--- src/rtl/branch_resolver.sv ---
// D-stage branch/jump resolver: drives the comparator zero-select, decides redirects,
// owns the fetch PC, tracks delay-slot status and keeps saturating branch statistics.
module branch_resolver #(
   parameter logic [31:0] PC_RESET = 32'h0000_3000,
   parameter int          CNT_W    = 16
) (
   input  logic             clk,
   input  logic             reset,
   input  logic             stall,
   input  logic [3:0]       br_op,
   input  logic [31:0]      pc_D,
   input  logic [15:0]      imm16,
   input  logic [25:0]      idx26,
   input  logic [31:0]      rs_val,
   output logic             cmp_zero,
   input  logic [2:0]       cmp_out,
   output logic [31:0]      pc_F,
   output logic             taken,
   output logic [31:0]      link_pc,
   output logic             is_ds,
   output logic             cmp_err,
   output logic             ds_err,
   output logic [CNT_W-1:0] br_cnt,
   output logic [CNT_W-1:0] tk_cnt
);

   localparam logic [3:0] OP_NONE = 4'd0;
   localparam logic [3:0] OP_BEQ  = 4'd1;
   localparam logic [3:0] OP_BNE  = 4'd2;
   localparam logic [3:0] OP_BLEZ = 4'd3;
   localparam logic [3:0] OP_BGTZ = 4'd4;
   localparam logic [3:0] OP_BLTZ = 4'd5;
   localparam logic [3:0] OP_BGEZ = 4'd6;
   localparam logic [3:0] OP_J    = 4'd7;
   localparam logic [3:0] OP_JAL  = 4'd8;
   localparam logic [3:0] OP_JR   = 4'd9;
   localparam logic [3:0] OP_JALR = 4'd10;

   // Counters stick at all-ones instead of wrapping.
   function automatic logic [CNT_W-1:0] sat_inc(input logic [CNT_W-1:0] v);
      if (v == {CNT_W{1'b1}})
         return v;
      else
         return v + CNT_W'(1);
   endfunction

   logic        cmp_gt;
   logic        cmp_eq;
   logic        cmp_lt;
   logic        cmp_legal;
   logic        is_cond;
   logic        is_ctl;
   logic        cond_hit;
   logic [31:0] pc_plus4;
   logic signed [31:0] br_off;
   logic [31:0] br_target;
   logic [31:0] jmp_target;
   logic [31:0] target;
   logic [31:0] pc_next;

   assign cmp_gt = cmp_out[2];
   assign cmp_eq = cmp_out[1];
   assign cmp_lt = cmp_out[0];
   assign cmp_legal = (cmp_out == 3'b100) || (cmp_out == 3'b010) || (cmp_out == 3'b001);

   assign is_cond  = (br_op >= OP_BEQ) && (br_op <= OP_BGEZ);
   assign is_ctl   = (br_op >= OP_BEQ) && (br_op <= OP_JALR);
   assign cmp_zero = (br_op >= OP_BLEZ) && (br_op <= OP_BGEZ);

   assign pc_plus4   = pc_D + 32'd4;
   assign link_pc    = pc_D + 32'd8;
   assign br_off     = {{14{imm16[15]}}, imm16, 2'b00};
   assign br_target  = pc_plus4 + $unsigned(br_off);
   assign jmp_target = {pc_plus4[31:28], idx26, 2'b00};

   always_comb begin
      cond_hit = 1'b0;
      case (br_op)
         OP_BEQ:  cond_hit = cmp_eq;
         OP_BNE:  cond_hit = !cmp_eq;
         OP_BLEZ: cond_hit = cmp_lt | cmp_eq;
         OP_BGTZ: cond_hit = cmp_gt;
         OP_BLTZ: cond_hit = cmp_lt;
         OP_BGEZ: cond_hit = cmp_gt | cmp_eq;
         default: cond_hit = 1'b0;
      endcase
   end

   always_comb begin
      taken  = 1'b0;
      target = br_target;
      case (br_op)
         OP_BEQ, OP_BNE, OP_BLEZ, OP_BGTZ, OP_BLTZ, OP_BGEZ: begin
            taken  = cmp_legal & cond_hit;
            target = br_target;
         end
         OP_J, OP_JAL: begin
            taken  = 1'b1;
            target = jmp_target;
         end
         OP_JR, OP_JALR: begin
            taken  = 1'b1;
            target = rs_val;
         end
         OP_NONE: taken = 1'b0;
         default: taken = 1'b0;
      endcase
   end

   assign pc_next = taken ? target : (pc_F + 32'd4);

   // F/D boundary: everything below advances only on non-stalled edges.
   always_ff @(posedge clk) begin
      if (reset) begin
         pc_F    <= PC_RESET;
         is_ds   <= 1'b0;
         cmp_err <= 1'b0;
         ds_err  <= 1'b0;
         br_cnt  <= '0;
         tk_cnt  <= '0;
      end else if (!stall) begin
         pc_F  <= pc_next;
         is_ds <= is_ctl;
         if (is_ds && is_ctl)
            ds_err <= 1'b1;
         if (is_cond && !cmp_legal)
            cmp_err <= 1'b1;
         if (is_cond) begin
            br_cnt <= sat_inc(br_cnt);
            if (taken)
               tk_cnt <= sat_inc(tk_cnt);
         end
      end
   end

endmodule

--- config.mk ---
export PLATFORM = sky130hd
export DESIGN_NAME = branch_resolver
export DESIGN_NICKNAME = d
export VERILOG_FILES = /design/src/rtl/branch_resolver.sv
export SDC_FILE = /design/constraint.sdc
export NUM_CORES = 1
export LEC_CHECK = 0
export BUFFER_PORTS_ARGS = -buffer_cell sky130_fd_sc_hd__buf_2
export CAP_MARGIN = 15
export CORE_AREA = 8 8 101 195
export CTS_BUF_LIST = sky130_fd_sc_hd__clkbuf_8 sky130_fd_sc_hd__clkbuf_16
export DETAILED_ROUTE_END_ITERATION = 8
export DIE_AREA = 0 0 109 203
export GPL_TIMING_DRIVEN = 0
export PLACE_DENSITY = 0.78
export SLEW_MARGIN = 10
export SYNTH_ARGS = -nofsm -noshare
export SYNTH_HDL_FRONTEND = slang
export SYNTH_SLANG_ARGS = --single-unit
export TNS_END_PERCENT = 1
--- constraint.sdc ---
create_clock -name clk -period 3.5 [get_ports clk]
set_input_delay 0.175 -clock clk [delete_from_list [all_inputs] [get_ports clk]]
set_output_delay 0.175 -clock clk [all_outputs]
set_load 0.1 [all_outputs]
# ---- Word-level counts from Yosys, hierarchy flattened
# Cells that the tools add are included.
dict set report word_totals {
  reg_bits 67
  latch_bits 0
  ram_bits 0
  romBits 0
  inputBits 116
  out_inout_bits 101
  n_memories 0
}
dict set report classes {
  add_sub_neg 6
  mul 0
  div 0
  order_cmp 4
  eq_ne 15
  shifts 0
  mux 4
  n_bitwise 6
  reduce_logical 17
}
# op n
set ops {}
lappend ops {{adder 32 x 3 -> 32 bit (second input constant)} 2}
lappend ops {{case mux 32 bit (2 select lines)} 1}
lappend ops {{adder 16 x 1 -> 16 bit (second input constant)} 2}
lappend ops {{adder 32 bit} 1}
lappend ops {{adder 32 x 4 -> 32 bit (second input constant)} 1}
lappend ops {{== test 16 bit (second input constant)} 2}
lappend ops {{two-way mux 32 bit} 1}
lappend ops {{== test 4 x 3 -> 1 bit (second input constant)} 4}
lappend ops {{== test 4 bit (second input constant)} 3}
lappend ops {{== test 4 x 2 -> 1 bit (second input constant)} 2}
lappend ops {{case mux 1 bit (6 select lines)} 1}
lappend ops {{OR reduction 6 bit} 1}
lappend ops {{logical AND 1 bit} 5}
lappend ops {{== test 4 x 1 -> 1 bit (second input constant)} 1}
lappend ops {{>= comparator 4 x 1 -> 1 bit (second input constant)} 1}
lappend ops {{>= comparator 4 x 2 -> 1 bit (second input constant)} 1}
lappend ops {{less-or-equal comparator 4 x 3 -> 1 bit (second input constant)} 1}
lappend ops {{less-or-equal comparator 4 bit (second input constant)} 1}
lappend ops {{AND reduction 2 bit} 2}
lappend ops {{AND reduction 4 bit} 1}
lappend ops {{OR reduction 2 bit} 2}
lappend ops {{OR reduction 4 bit} 1}
lappend ops {{== test 3 x 1 -> 1 bit (second input constant)} 1}
lappend ops {{== test 3 x 2 -> 1 bit (second input constant)} 1}
lappend ops {{8 further kinds} 13}

# ---- Logic depth before layout (Yosys ltp)
dict set report depth {
  word_depth 6
  depth_mapped 18
  ltp_nobuf 16
}

# ---- Worst setup path after synthesis
# Ideal clock, no wire load.
dict set report synth_timing {
  path_kind {input-to-reg}
  startpoint {input pc_D[5]}
  endpoint {register pc_F[29]}
  setup_ns 0.128
  t_arrival_ns 3.491
  required_time_ns 3.372
  slack_ns -0.118
  path_stages 18
  path_cell_list {buf_2 -> and3_4 -> and3_1 -> and3_1 -> and3_1 -> and3_1 -> nand4_1 -> xnor2_1 -> ha_1 -> clkbuf_1 -> nand4_1 -> nor3_1 -> nand4_1 -> o21ai_1 -> nor2_1 -> o41ai_1 -> mux2i_1 -> a21oi_1}
}
dict set report synth_via {
  elab_chain_len 4
}
# element line_no
set synth_rtl {}
lappend synth_rtl {{start, declared} 11} ;# input logic [31:0] pc_D,
lappend synth_rtl {{adder 32 x 3 -> 32 bit *} 70} ;# assign pc_plus4 = pc_D + 32'd4;
lappend synth_rtl {{adder 32 bit} 73} ;# assign br_target = pc_plus4 + $unsigned(br_off);
lappend synth_rtl {{case mux 32 bit (2 select lines) *} 92} ;# case (br_op)
lappend synth_rtl {{two-way mux 32 bit *} 110} ;# assign pc_next = taken ? target : (pc_F + 32'd4);
lappend synth_rtl {{end signal, assigned} 122} ;# pc_F <= pc_next;
lappend synth_rtl {{end, declared} 17} ;# output logic [31:0] pc_F,
# Mark *: on every way between the ends. The rest lies on a longest branch, timed or not.
# A chain may end at the register's enable or synchronous reset.

# ---- Final worst setup path
dict set report layout_timing {
  startpoint {input pc_D[6]}
  endpoint {register pc_F[27]}
}
dict set report layout_via {
  elab_chain_len 4
}
# element line_no
set layout_rtl {}
lappend layout_rtl {{adder 32 x 3 -> 32 bit} 70}
lappend layout_rtl {{adder 32 bit} 73}
lappend layout_rtl {{case mux 32 bit (2 select lines)} 92}
lappend layout_rtl {{two-way mux 32 bit} 110}
# Every way passes these cells.

==> metrics <==
initial antenna violation count=2; core box area=17100 sq um; final std cells w/o fill=1355; final hold violation count=0; fraction of layout cells with a size suffix above 1=25.7%; Die W=109 um; DP HPWL=20700 um; Crit. End Element=flip-flop; global placer's final weighted congestion=0.946; pwr/cell area=371 nW/um^2; GR peak layer=met2; CTS clk-pin slew, worst paths=0.06 ns; port bufs=208; RSZ-0062 raised after global routing=yes; DR iter-0 viols=595; Worst Path Arrival=3.59 ns; Post-Syn Area=6710 sq um; max_slew headroom=47.1%; register area share after synthesis=20.0%; number of cells on the worst reg-to-reg path=8; Num CTS Buffers=9; total global-route track usage=22.3%; Cell variety after synth=83; Worst Path Max Fanout=6; Post-synth EDFFs=0; Tmin final=3.36 ns; clk_lat worst skew=0.33 ns; global-route wire length before repair=40000 um; met2 usage=36.6%; grt ovf=0; final core utilization=49.9%; vias in the first global route=7845; hold wc startpoint=rs_val[1]; actual slew at the worst max-slew pin=0.787 ns; full die area=22100 sq um; M1 GR Usage=27.5%; period utilisation layout=96.0%; Avg Vias per Cell=5.88; static leakage=3.65 nW; post-placement cell count=1332; clock sink total=67; Post-DRT Antenna Nets=0; total power=0.00316 W; startpoint types=primary input; nets@finish=1294; FP Rows=68; outcome=finished, final reports clean; GR Util met3=5.78%; CTS tree=yes; CTS Hold Bufs=0; Synth Flop Type=dfxtp_1; FILL cells=1721; drt wl/cell=19.0 um; syn nets=1069; reg-to-reg slack, setup=0.76 ns; Worst Skew=0.00896 ns; Pre-antenna DRT Iters=6; die extent in y=203 um; Final Max Slew Viols=0; async set-reset flop share out of synthesis=0%; r2r endpoint=pc_F[28]; WHS Path Cells=3; Initial Utilization=39.2%; total number of vias=7974; Worst Hold Class=in2reg; DRC viols=0; FMAX=0.298 GHz; largest net degree at the start of global routing=19; max cap viols=0; Clock Tree Buf Depth=2; total wire length=25700 um; Hold Path Sink=pc_F[1]; maximum VDD drop=0.231 mV; worst r2r src=pc_F[3]; synthesis-to-layout area growth=27.2%; flops & latches, synth=67; Mapped Avg Cell Area=7.34 sq um; Final Setup Violations=0; CP Data Required Time=3.73 ns; I/O Pins=217; CTS root buf=clkbuf_16; Syn. warnings=0; Syn Inst Count=914; H-tree Lvls=3; kind of critical path=in2reg
==> registers in the layout (all words and copies together) (netlist names) <==
register	cells
ds_err	1
cmp_err	1
pc_F	32
br_cnt	16
is_ds	1
tk_cnt	16
==> kinds of logic after synthesis <==
group                      share of synthesized area (%)
and+or+nand+nor                                     26.4
AOI/OAI and AO/OA                                   27.0
xor gates and xnor gates                            13.0
buffers and inverters                               4.94
DFF                                                 20.0
adders and majority gates                           7.39
muxes                                               1.19
==> critical path: stages <==
cell and delay [ns]:
clkbuf_4 0.15, and3_4 0.22, nand3_4 0.10, or3_1 0.37, buf_6 0.14, nand2b_2 0.22
nor2_1 0.13, xor2_1 0.17, ha_2 0.33, a21o_1 0.20, a21o_1 0.18, a21oi_1 0.20
o21ai_1 0.16, o21ai_0 0.18, or3b_1 0.40, a311oi_1 0.26
==> cell usage after synthesis (all sizes together), types with 18 or more instances <==
cell    instances  area [sq um]
nand4          30           188
inv            24          90.1
nor3           24           130
buf            22           125
xor2           48           428
and3           18           118
a31oi          19           119
o21ai          62           318
a21oi          81           405
nand3          43           228
ha             38           475
xnor2          51           447
nor2           97           367
nand2          83           314
dfxtp          67          1340
clkbuf         30           113
==> through the flow <==
step                setup slack [ns]  hold slack [ns]  area [sq um]  TNS, ns
CTS                           0.0135            0.138          8400        0
detailed placement            -0.633            0.464          8020    -6.06
finish                         0.141            0.152          8530        0
global placement              -0.584            0.452          8020    -5.35
global route                 -0.0164            0.152          8530  -0.0322
floorplan                     0.0442            0.350          6710        0
==> how the worst max path moves through the flow <==
stage,start,end,slack (ns),depth (start not counted)
2_1_floorplan,pc_D[5],pc_F[29],0.04,18
3_3_place_gp,pc_D[4],pc_F[27],-0.58,18
3_5_place_dp,pc_D[4],pc_F[29],-0.63,18
4_1_cts,pc_D[3],pc_F[27],0.01,16
5_1_grt,pc_D[6],pc_F[27],-0.02,18
6_report,pc_D[6],pc_F[27],0.14,16
==> final cells by class <==
class	count	area (sq um)	area share, %
diodes	1	2.50	0.0293
plain buffers	49	239	2.80
clock buffers	10	239	2.80
clock inverters	6	95.1	1.12
inverters	25	93.8	1.10
multi-input cells	770	5140	60.3
flip-flops and latches	67	1340	15.7
well taps	210	263	3.08
repair buffers	217	1110	13.1
==> layer usage <==
metal  wire (um)  vias up
li1            -     3842
met3        2520       40
met4         567        2
met2       12200      357
met5           8        -
met1       10500     3733
==> placed cells by master, fill, tap and decap left out, types with 5 or more instances in the layout <==
cell	synthesis	layout
buf_4	3	13
nor2_1	96	96
nor3_1	22	21
a31oi_1	19	18
o21bai_1	8	8
nand4_1	30	30
inv_1	23	23
dfxtp_1	67	67
and4_1	5	5
nand3_1	42	42
or3_1	14	14
and3_4	1	5
ha_1	38	35
a222oi_1	9	9
nand2_1	82	81
buf_2	13	218
a221oi_1	12	12
mux2i_1	8	8
xor2_1	47	47
o211ai_1	7	7
o21a_1	5	5
a21oi_1	81	79
o21ai_1	10	9
nor4_1	8	6
a221o_1	5	5
o21ai_0	50	49
a21o_1	17	17
clkbuf_1	30	25
xnor2_1	51	51
clkbuf_16	0	9
nand2b_1	10	9
and3_1	17	13
==> power breakdown <==
group | total, W | switching, W | internal [W]
sequential | 0.000845 | 0.0000473 | 0.000797
clock | 0.00101 | 0.000362 | 0.000651
combinational | 0.00130 | 0.000942 | 0.000362
==> what timing repair did <==
item	4_1_cts	5_1_grt
setup buffers	1	8
gates resized for setup	10	22
pin swaps	0	10
endpoints found under the setup margin	12	10
No activity file was read; power rests on OpenSTA's default activity.
